### src/rtl/mem_ctrl_pkg.sv
// Shared types and constants for the 16x8 register-memory controller.
package mem_ctrl_pkg;

    localparam int ADDR_W = 4;
    localparam int DEPTH  = 16;

    // Request command encodings as presented on ReqCmd.
    typedef enum logic [1:0] {
        CMD_READ  = 2'b00,
        CMD_WRITE = 2'b01,
        CMD_CLEAR = 2'b10,
        CMD_RSVD  = 2'b11
    } cmd_e;

    // Controller sequencing states.
    typedef enum logic [2:0] {
        IDLE,
        SETUP,
        STROBE,
        HOLD,
        DONE
    } state_e;

endpackage

### src/rtl/mem_addr_dec.sv
// 4-to-16 one-hot row select: address 0 drives the MSB, address 15 the LSB.
module mem_addr_dec
    import mem_ctrl_pkg::*;
(
    input  logic [ADDR_W-1:0] addr,
    output logic [DEPTH-1:0]  sel
);

    localparam logic [DEPTH-1:0] TOP_BIT = {1'b1, {(DEPTH-1){1'b0}}};

    // Shift a single set bit down from the top by the address.
    assign sel = TOP_BIT >> addr;

endmodule

### src/rtl/mem_ctrl.sv
// Request/response front end that sequences reads, writes and a full clear
// onto a 16x8 register memory through a one-hot select and write strobe.
module mem_ctrl
    import mem_ctrl_pkg::*;
#(
    parameter logic [7:0] CLR_VAL = 8'h00
) (
    input  logic        Clk,
    input  logic        Reset,
    input  logic        ReqValid,
    output logic        ReqReady,
    input  logic [1:0]  ReqCmd,
    input  logic [3:0]  ReqAddr,
    input  logic [7:0]  ReqData,
    output logic        RspValid,
    output logic [7:0]  RspData,
    output logic        RspErr,
    output logic [15:0] RegSel,
    output logic        WE,
    output logic [7:0]  DataToWrite,
    input  logic [7:0]  ReadData
);

    state_e            state;
    cmd_e              cmd_q;
    logic [ADDR_W-1:0] cnt;
    logic [ADDR_W-1:0] dec_addr;
    logic [DEPTH-1:0]  dec_sel;
    cmd_e              req_cmd;

    assign req_cmd  = cmd_e'(ReqCmd);
    assign ReqReady = (state == IDLE);

    // Pick the address whose select is loaded next: the next clear slot
    // when leaving HOLD, otherwise the incoming request (clear starts at 0).
    always_comb begin
        // NOTE: default assignment first so no path leaves dec_addr unassigned (no latch).
        dec_addr = ReqAddr;
        if (state == HOLD) begin
            dec_addr = cnt + 4'd1;
        end else if (req_cmd == CMD_CLEAR) begin
            dec_addr = '0;
        end
    end

    mem_addr_dec u_dec (
        .addr (dec_addr),
        .sel  (dec_sel)
    );

    // Sequencer with registered memory-side and response outputs.
    always_ff @(posedge Clk) begin
        if (Reset) begin
            state       <= IDLE;
            cmd_q       <= CMD_READ;
            cnt         <= '0;
            RegSel      <= '0;
            WE          <= 1'b0;
            DataToWrite <= '0;
            RspValid    <= 1'b0;
            RspErr      <= 1'b0;
            RspData     <= '0;
        end else begin
            // NOTE: non-blocking assignments so every register samples pre-edge values.
            unique case (state)
                IDLE: begin
                    if (ReqValid) begin
                        cmd_q <= req_cmd;
                        cnt   <= '0;
                        if (req_cmd == CMD_RSVD) begin
                            state    <= DONE;
                            RspValid <= 1'b1;
                            RspErr   <= 1'b1;
                        end else begin
                            state  <= SETUP;
                            RegSel <= dec_sel;
                            unique case (req_cmd)
                                CMD_WRITE: DataToWrite <= ReqData;
                                CMD_CLEAR: DataToWrite <= CLR_VAL;
                                default:   DataToWrite <= 8'h00;
                            endcase
                        end
                    end
                end
                SETUP: begin
                    if (cmd_q == CMD_READ) begin
                        state    <= DONE;
                        RegSel   <= '0;
                        RspData  <= ReadData;
                        RspValid <= 1'b1;
                    end else begin
                        state <= STROBE;
                        WE    <= 1'b1;
                    end
                end
                STROBE: begin
                    state <= HOLD;
                    WE    <= 1'b0;
                end
                HOLD: begin
                    if (cmd_q == CMD_CLEAR && cnt != 4'hF) begin
                        state  <= SETUP;
                        cnt    <= cnt + 4'd1;
                        RegSel <= dec_sel;
                    end else begin
                        state       <= DONE;
                        RegSel      <= '0;
                        DataToWrite <= 8'h00;
                        RspValid    <= 1'b1;
                    end
                end
                DONE: begin
                    state    <= IDLE;
                    RspValid <= 1'b0;
                    RspErr   <= 1'b0;
                end
                default: state <= IDLE;
            endcase
        end
    end

endmodule

### config.mk
export PLATFORM = sky130hd
export DESIGN_NAME = mem_ctrl
export DESIGN_NICKNAME = d
export VERILOG_FILES = /design/src/rtl/mem_ctrl_pkg.sv /design/src/rtl/mem_addr_dec.sv /design/src/rtl/mem_ctrl.sv
export SDC_FILE = /design/constraint.sdc
export NUM_CORES = 1
export LEC_CHECK = 0
export BUFFER_PORTS_ARGS = -buffer_cell sky130_fd_sc_hd__buf_4
export CAP_MARGIN = 20
export CORE_MARGIN = 4
export CORE_UTILIZATION = 25
export DETAILED_ROUTE_END_ITERATION = 16
export PLACE_DENSITY = 0.51
export RECOVER_POWER = 100
export SLEW_MARGIN = 30
export SYNTH_ARGS = -nofsm -noshare
export SYNTH_HDL_FRONTEND = slang
export SYNTH_HIERARCHICAL = 1
export SYNTH_SLANG_ARGS = --single-unit
### constraint.sdc
create_clock -name Clk -period 2.3 [get_ports Clk]
set_clock_uncertainty 0.1 [all_clocks]
set_input_delay 0.46 -clock Clk [delete_from_list [all_inputs] [get_ports Clk]]
set_output_delay 0.46 -clock Clk [all_outputs]
set_load 0.005 [all_outputs]
==> metrics.md <==
| Metric | Value |
|---|---|
| Placer Congestion | `0.742` |
| Crit path launch type | `flop` |
| Core Rows | `31` |
| Hold Violations, Final | `0` |
| Max-cap violation count | `0` |
| Synth Instances | `about 190` |
| Core area | `7410 um^2` |
| Share of cells above drive strength 1 | `0.327` |
| Crit path capture type | `flop` |
| Clk pin slew, worst setup/hold paths | `80 ps` |
| Total wire length | `around 4.5 mm` |
| Arr. time, crit path | `about 2200 ps` |
| Seq cells post-synth | `44` |
| FMAX | `482 MHz` |
| Reg2Reg Depth | `6` |
| CTS sink count | `44` |
| Cell depth of the worst setup path | `6` |
| 1st-iter DRT viols | `56` |
| Pins Over Slew Limit | `0` |
| # IOs | `61` |
| Post-DP Area | `2500 um^2` |
| Max Buffers Root-to-Sink | `2` |
| Drt drc | `0` |
| Worst rel slew slack | `0.571` |
| Starting Density | `0.263` |
| Post-synth EDFFs | `0` |
| # resized after CTS | `0` |
| Num CTS Buffers | `5` |
| Total GRT Usage | `0.101` |
| Vias in the first global route | `1570` |
| Max FO, Critical Path | `16` |
| Top Family by Delay on Critical Path | `simple AND/OR/NAND/NOR gates` |
| Largest net degree at the start of global routing | `24` |
| Worst path slowest cell | `dfxtp_1` |
| Crit-path cells | `and3b_1 > clkbuf_1 > nand2_1 > nand2_1 > and4bb_2 > a22o_1` |
| Die footprint | `~9300 um^2` |
| Period utilization | `0.902` |
| Antenna violations before repair | `0` |
| DR WL/cell | `12.9 um` |
| Design Area, Final | `2580 um^2` |
| Pleak | `1.11 nW` |
| Tmin final | `2080 ps` |
| Largest stage delay on the critical path | `about 540 ps` |
| Combinational group share of total power | `0.149` |
| Crit Path Class | `reg2reg` |
| # diodes | `0` |
| Sw power | `0.390 mW` |
| Status | `finished clean` |
| Post-route ant nets | `0` |
| IO Port Bufs | `60` |
| Setup Buffers After CTS | `0` |
| CTS tree | `yes` |
| Sequential share of power | `0.503` |
| Slew @ Worst Pin | `approximately 640 ps` |
| Worst-Skew Late Latency | `slightly below 300 ps` |
| Clock share of power | `0.348` |
| Most frequent cell on the critical path | `nand2_1` |
| Pint | `1.22 mW` |
| Synthesis-to-layout area growth | `32.1%` |
| GRT overflow | `0` |
| Global-route wire length before repair | `7.38 mm` |
| Die Wd | `96.4 um` |
| Hold Crit Depth | `2` |
| Most common cell after layout, fill and taps aside | `dfxtp_1` |
| Detailed Place HPWL | `about 3.2 mm` |
| CP required | `approximately 2400 ps` |
| Main flop type after synthesis | `dfxtp_1` |
| Mean Syn Cell Area | `about 10 um^2` |
| Syn_nets | `213` |
| DR pass1 iterations | `4` |
| PD cells | `623 nW/um^2` |
| Clk root buf | `clkbuf_8` |
| Sw Share | `0.242` |
| Post-synthesis sequential area ratio | `0.451` |
| RSZ-0062 raised after global routing | `false` |
| Post-CTS Hold Buffers | `0` |
| DIE HEIGHT | `96.4 um` |
| Endpoints failing setup | `0` |
| Async set or reset register ratio after synthesis | `0` |
| Area of the mapped netlist | `slightly below 2000 um^2` |
| Final net count | `275` |
| Most frequent cells in the layout | `dfxtp_1, buf_4, clkbuf_4, a22o_1, nor2_1` |
| Synth Warn # | `6` |
| Worst hold path type | `in2reg` |
| Total number of vias | `about 1600` |
| Setup TNS | `0 ps` |
| Worst VDD drop | `0.266 mV` |
| Netlist cell types | `47` |
| CTS HTree Levels | `2` |
| Crit path buf inv count | `1` |
| Drt via density | `4.64` |
==> worst reg2reg max path, delay by kind of cell, from the launching register on <==
kind                   cells  cell delay [ps]
AND/OR/NAND/NOR            4              970
flip-flops                 1              540
AO/OA/AOI/OAI              1              200
buffers and inverters      1              170
==> flip-flops by register name (all words and copies together), names as in the netlist <==
register     cells
WE               1
state            3
RspData          8
RspErr           1
DataToWrite      8
cmd_q            2
cnt              4
RspValid         1
RegSel          16
==> final cells by class <==
class                   count  area [um^2]
clock buffers               5         68.8
clock inverters             1         30.0
fillers                   774         4830
inverters                   3         11.3
multi-input cells         127          982
flip-flops and latches     44          881
well taps                  99          124
repair buffers             68          480
==> Yosys cell counts, types with 2 or more instances <==
cell type,instances,area share
inv_1,3,0.0058
a31oi_1,2,0.0064
nor4b_2,4,0.031
nor2_1,13,0.025
buf_2,4,0.010
and4b_1,4,0.021
dfxtp_1,44,0.45
nand3_1,12,0.031
nor3_1,3,0.0077
nand4_1,2,0.0064
a22o_1,24,0.11
and4bb_2,4,0.026
nor2b_1,2,0.0064
clkbuf_1,2,0.0038
nand2_1,7,0.013
and4bb_1,2,0.013
mux2i_1,8,0.041
a21oi_1,8,0.021
o21ai_0,6,0.015
buf_4,6,0.023
==> metal layers <==
metal	vias up	track usage	wire length, um
met5	-	0	0
met4	0	0.0210	27
met3	5	0.0399	425
met2	70	0.153	1800
met1	703	0.136	2230
li1	833	-	-
==> per-stage QoR <==
stage | util | total power, mW | hold slack [ps] | setup slack (ps) | std cells
6_report | 0.348 | 1.61 | 272 | 225 | 347
3_3_place_gp | 0.338 | 1.07 | 341 | 86.0 | 341
3_5_place_dp | 0.338 | 1.07 | 343 | 84.0 | 341
4_1_cts | 0.351 | 1.63 | 263 | 70.2 | 347
2_1_floorplan | - | 0.969 | 345 | 472 | 187
5_1_grt | 0.348 | 1.69 | 256 | 62.5 | 347
==> final timing paths <==
check | from | end | slack (ps)
worst max register to register | state[0] | RegSel[3] | 220
worst min-delay path | ReqData[0] | DataToWrite[0] | 270
worst min register to register | RspValid | RspValid | 360
worst max-delay path | state[0] | RegSel[3] | 220
==> power groups by stage <==
stage               clock [mW]  sequential (mW)  combinational [mW]
floorplan                    0            0.820               0.149
global placement             0            0.827               0.243
detailed placement           0            0.826               0.244
CTS                      0.579            0.809               0.244
global route             0.614            0.812               0.268
finish                   0.559            0.808               0.240
==> logic make-up (layout without fill, tap and decap cells) <==
group           Yosys count  after routing  synth area share
simple gates             65             65             0.244
compound gates           50             50             0.194
flops                    44             44             0.451
buf+inv                  16             77            0.0487
mux                       9              9            0.0468
xor+xnor                  2              2           0.00898
fa+ha+maj                 1              1           0.00641
Power figures use the tool's default switching activity.
